--- src/rtl/odo_round_key_bank.sv ---
// Double-buffered round-key table for the Odo hashing core.
// Streams the NUM_CH keys of one period over a valid/ready handshake.
module odo_round_key_bank #(
   parameter int KEY_W       = 10,
   parameter int NUM_PERIODS = 9,
   parameter int PERIOD_W    = 4,
   parameter int NUM_CH      = 8,
   parameter int CH_W        = 3
) (
   input  logic                clk,
   input  logic                rst_n,
   input  logic                cfg_we,
   input  logic [PERIOD_W-1:0] cfg_period,
   input  logic [CH_W-1:0]     cfg_ch,
   input  logic [KEY_W-1:0]    cfg_key,
   input  logic                cfg_commit,
   output logic                active_bank,
   output logic                commit_pending,
   input  logic                req_valid,
   input  logic [PERIOD_W-1:0] req_period,
   output logic                req_ready,
   output logic                key_valid,
   input  logic                key_ready,
   output logic [KEY_W-1:0]    key,
   output logic [CH_W-1:0]     key_ch,
   output logic                key_last,
   output logic                req_err
);

   typedef enum logic [1:0] {
      IDLE,
      STREAM,
      ERR
   } state_t;

   state_t state;

   logic [KEY_W-1:0]    mem [2][NUM_PERIODS][NUM_CH];
   logic                cap_bank;
   logic [PERIOD_W-1:0] cap_period;
   logic [CH_W-1:0]     nxt_ch;
   logic                wr_ok;
   logic                req_ok;
   logic                hs;
   logic                done;
   logic                swap_now;

   assign wr_ok = cfg_we
                && (int'(cfg_period) < NUM_PERIODS)
                && (int'(cfg_ch) < NUM_CH);
   assign req_ok = int'(req_period) < NUM_PERIODS;
   assign hs = (state == STREAM) && key_valid && key_ready;
   assign done = (hs && key_last) || (state == ERR);
   assign nxt_ch = key_ch + CH_W'(1);

   // A commit seen in idle swaps at once; otherwise it waits for the
   // stream (or error) to finish so the streamed bank never changes.
   assign swap_now = (cfg_commit && (state == IDLE) && !req_valid)
                   || ((commit_pending || cfg_commit) && done);

   assign req_ready = (state == IDLE);
   assign req_err   = (state == ERR);

   always_ff @(posedge clk or negedge rst_n) begin
      if (!rst_n) begin
         for (int b = 0; b < 2; b++)
            for (int p = 0; p < NUM_PERIODS; p++)
               for (int c = 0; c < NUM_CH; c++)
                  mem[b][p][c] <= '0;
      end else if (wr_ok) begin
         mem[~active_bank][cfg_period][cfg_ch] <= cfg_key;
      end
   end

   always_ff @(posedge clk or negedge rst_n) begin
      if (!rst_n) begin
         active_bank    <= 1'b0;
         commit_pending <= 1'b0;
      end else if (swap_now) begin
         active_bank    <= ~active_bank;
         commit_pending <= 1'b0;
      end else if (cfg_commit) begin
         commit_pending <= 1'b1;
      end
   end

   always_ff @(posedge clk or negedge rst_n) begin
      if (!rst_n) begin
         state      <= IDLE;
         key_valid  <= 1'b0;
         key        <= '0;
         key_ch     <= '0;
         key_last   <= 1'b0;
         cap_bank   <= 1'b0;
         cap_period <= '0;
      end else begin
         unique case (state)
            IDLE: begin
               if (req_valid) begin
                  if (req_ok) begin
                     state      <= STREAM;
                     cap_bank   <= active_bank;
                     cap_period <= req_period;
                     key        <= mem[active_bank][req_period][0];
                     key_ch     <= '0;
                     key_valid  <= 1'b1;
                     key_last   <= (NUM_CH == 1);
                  end else begin
                     state <= ERR;
                  end
               end
            end
            STREAM: begin
               if (key_ready) begin
                  if (key_last) begin
                     key_valid <= 1'b0;
                     state     <= IDLE;
                  end else begin
                     key_ch   <= nxt_ch;
                     key      <= mem[cap_bank][cap_period][nxt_ch];
                     key_last <= (int'(nxt_ch) == NUM_CH - 1);
                  end
               end
            end
            ERR: begin
               state <= IDLE;
            end
            default: begin
               state <= IDLE;
            end
         endcase
      end
   end

endmodule

--- config.mk ---
export PLATFORM = sky130hd
export DESIGN_NAME = odo_round_key_bank
export DESIGN_NICKNAME = d
export VERILOG_FILES = /design/src/rtl/odo_round_key_bank.sv
export SDC_FILE = /design/constraint.sdc
export NUM_CORES = 2
export LEC_CHECK = 0
export CORE_ASPECT_RATIO = 0.9
export CORE_MARGIN = 1.5
export CORE_UTILIZATION = 50
export CTS_CLUSTER_DIAMETER = 80
export DETAILED_ROUTE_END_ITERATION = 6
export PLACE_DENSITY_LB_ADDON = 0.2
export SYNTH_ARGS = -nofsm -noshare
export SYNTH_HDL_FRONTEND = slang
export SYNTH_SLANG_ARGS = --single-unit
--- constraint.sdc ---
create_clock -name clk -period 3.6 [get_ports clk]
set_input_delay 0.36 -clock clk [delete_from_list [all_inputs] [get_ports clk]]
set_output_delay 0.36 -clock clk [all_outputs]
set_load 0.02 [all_outputs]
==> impl_metrics.tcl <==
set metrics [dict create \
    clk_pin_slew_ps 60 \
    crit_fanout 16 \
    fin_ws_ps 164 \
    syn_nets 4516 \
    dieArea_sq_um 140000 \
    yosysWarnings 0 \
    rsz0062_at_grt "false" \
    finalPower_mw 47.6 \
    yosys_register_bits 1464 \
    drv_cap 0 \
    clockPowerShare_pct 33.6 \
    synth_xor_xnor_area_share_pct 0.0382 \
    wl_met2_mm 88.2 \
    ctsRootBufferMaster "clkbuf_16" \
    ant_nets 0 \
    comb_power_share_pct 27.7 \
    finalHoldViolCount 0 \
    worstMarginPinSlew_ps 1180 \
    wl_met3_mm 14.2 \
    worstPathRequired_ps 4250 \
    p_leak_nw 36.8 \
    die_h_microns 355 \
    finalMaxSlewViolations 0 \
    switching_share_pct 33.0 \
    synth_top_family_by_area "multiplexers" \
    synthCells 4487 \
    fillerInstances 10600 \
    overflow 0 \
    antenna_found_initial 9 \
    clk_latency_ps 790 \
    cts_max_level 4 \
    rows 128 \
    numCtsBuffers 152 \
    drc_errors 0 \
    powerDensity_nw_per_um2 610 \
    post_synth_instance_area_sq_um 68800 \
    synth.area.mux_share_pct 38.1 \
    synth-async-reset-ratio_pct 100 \
    vdd_ir_drop_max_uv 588 \
    finalSetupViolCount 0 \
    grt_pass1_vias 42600 \
    clock_skew_ps 22.8 \
    ys_seq_area_share_pct 53.3 \
    status "completed" \
    period_needed_ps 3440 \
    max_freq_mhz 291 \
    synth-edff-count 0 \
    initial_core_util_pct 50.6 \
    synth_compound_gate_area_share_pct 2.71 \
    critPathLaunchType "flop" \
    hold_buffers 1 \
    synth_flop_cell "dfrtp_1" \
    clock_path_buffers 3 \
    synth-simple-area-share_pct 3.17 \
    syn_area_per_cell_sq_um 15.3 \
    crit_type "flop to flop" \
    dr.pass1.iters 6 \
    cts_tree "built" \
    grt_pass1_wl_mm 299 \
    area_growth_pct 13.6 \
    place.gp.congestion 0.980 \
    drive_above_1_share_pct 53.2 \
    dp_hpwl_mm 132 \
    pwr-share-seq_pct 38.7 \
    cts.sinks 1464 \
    period_share_pct 95.4 \
    vias 42000 \
    post_drt_wl_per_cell_microns 30.0 \
    hp-start "cfg_key[8]" \
    rr_startpoint "cap_bank$_DFFE_PN0P_" \
    drt_iter0_drc 3789 \
    cp-startpoint "cap_bank$_DFFE_PN0P_" \
    highest_layer "met5" \
    io_pins 46 \
    p_int_mw 31.9 \
    io_buffers 45 \
    track_usage_pct 28.9 \
    p_switching_mw 15.7 \
    synth_adder_area_share_pct 0.0364 \
    hold_class "input port to flop" \
    ff2ff_path_depth 8 \
    post_cts_buffers 0 \
    maxSlewHeadroom_pct 21.1 \
    end_kind "flop" \
    fp.dieW_microns 394 \
    via_per_inst 6.33 \
    holdPathStages 2 \
    finalWirelength_mm 199 \
    ys_types 69 \
    design.core.area_sq_um 136000 \
    grt_max_degree 144 \
    place_ws_ps 242 \
    nets 4716 \
    tns_ps 0 \
    cp_data_arrival_time_ps 4090 \
    wl_met1_mm 90.1 \
    cts.repair.resized 0 \
]
==> registers in the layout (all words and copies together) (netlist names) <==
register,cells
key,10
key_valid,1
mem,1440
cap_period,4
active_bank,1
state,2
cap_bank,1
key_last,1
commit_pending,1
key_ch,3
==> metrics by stage <==
step | area, sq um | std cells | utilization (%) | hold slack [ps]
after floorplan | 68800 | 4487 | - | 64.4
after global placement | 73100 | 6352 | 53.7 | 297
after detailed placement | 73100 | 6352 | 53.7 | 297
after CTS | 78100 | 6622 | 57.5 | 51.5
after global routing | 78100 | 6623 | 57.5 | 95.1
final | 78100 | 6625 | 57.5 | 101
==> per-layer routing <==
layer	vias up	track usage, %
met3	333	6.20
met4	4	9.56
li1	17300	-
met5	-	0
met1	22900	43.1
met2	1390	42.2
==> final timing paths <==
kind | endpoint | slack [ps]
max in group asynchronous | mem[236]$_DFFE_PN0P_ | 2160
setup reg to reg | key[0]$_DFFE_PN0P_ | 160
hold reg to reg | mem[202]$_DFFE_PN0P_ | 500
min in group asynchronous | mem[0]$_DFFE_PN0P_ | 110
hold / removal | mem[1338]$_DFFE_PN0P_ | 100
setup / recovery | key[0]$_DFFE_PN0P_ | 160
==> cells in the final DEF, fill, tap and decap left out, types with 42 or more instances in the layout <==
master	netlist	layout
dfrtp_1	1464	1459
mux2_2	1458	1458
buf_12	5	56
nor2_1	63	61
mux2i_1	133	133
buf_4	13	296
nor2_2	108	109
clkbuf_16	0	155
a22oi_1	42	42
mux4_2	363	363
nand2_1	135	135
==> worst max-delay path, stage by stage, from the launching register on <==
cell and delay [ps]:
dfrtp_4 700, buf_4 270, buf_4 350, mux4_2 550
nand2b_1 190, a221oi_1 480, a311oi_1 120, a31oi_1 480
o41ai_2 150
==> area by class of cell <==
| cell class | count | area, sq um | share of cell area [%] |
|---|---|---|---|
| multi-input cells | 2669 | 30400 | 38.9 |
| clock inverters | 48 | 556 | 0.711 |
| diodes | 3 | 7.51 | 0.00961 |
| flip-flops and latches | 1464 | 36700 | 46.9 |
| clock buffers | 221 | 4490 | 5.74 |
| repair buffers | 388 | 3720 | 4.76 |
| inverters | 12 | 47.5 | 0.0608 |
| well taps | 1820 | 2280 | 2.91 |
==> cell families (layout without fill, tap and decap cells) <==
| family | count (synthesis) | after routing |
|---|---|---|
| adder cells (fa/ha/maj) | 2 | 2 |
| buffers and inverters | 354 | 669 |
| multiplexers | 1966 | 1966 |
| AO/OA/AOI/OAI | 261 | 261 |
| XOR/XNOR | 3 | 3 |
| other | 0 | 3 |
| AND/OR/NAND/NOR | 437 | 437 |
| flip-flops | 1464 | 1464 |
==> cells in the mapped netlist (5+ instances only) <==
cell / n / area (sq um)
dfrtp_1: 1464 / 36600
mux2_2: 1458 / 16400
buf_12: 5 / 100
mux4_1: 12 / 315
mux4_2: 363 / 8180
buf_6: 18 / 203
a31oi_1: 8 / 50.1
clkbuf_1: 220 / 826
or3_1: 7 / 43.8
nand4_1: 5 / 31.3
buf_4: 13 / 97.6
nor4_1: 5 / 31.3
o21ai_0: 41 / 205
nor2_2: 108 / 676
buf_8: 15 / 225
nor2_1: 63 / 236
o31ai_1: 13 / 97.6
inv_1: 9 / 33.8
and2_1: 6 / 37.5
nand2_1: 135 / 507
mux2i_1: 133 / 1330
nor2b_1: 11 / 68.8
a22oi_1: 42 / 315
a21oi_1: 41 / 205
nand3_1: 41 / 205
buf_1: 23 / 86.3
a221o_1: 14 / 140
o221ai_1: 7 / 61.3
nor3_1: 23 / 115
and3_1: 6 / 37.5
buf_2: 48 / 240
nand2b_1: 12 / 75.1
a32oi_1: 5 / 43.8
a221oi_1: 25 / 219
o22ai_1: 19 / 119
o211ai_1: 12 / 90.1
==> power by group through the flow <==
| stage | Sequential, mW | Combinational (mW) | Clock, mW |
|---|---|---|---|
| final | 18.4 | 13.2 | 16.0 |
| after global routing | 18.5 | 13.6 | 16.9 |
| after CTS | 18.4 | 13.0 | 16.3 |
| after detailed placement | 18.7 | 13.0 | 0 |
| after global placement | 18.7 | 13.0 | 0 |
| after floorplan | 18.2 | 8.09 | 0 |
(Power assumes the default switching activity.)
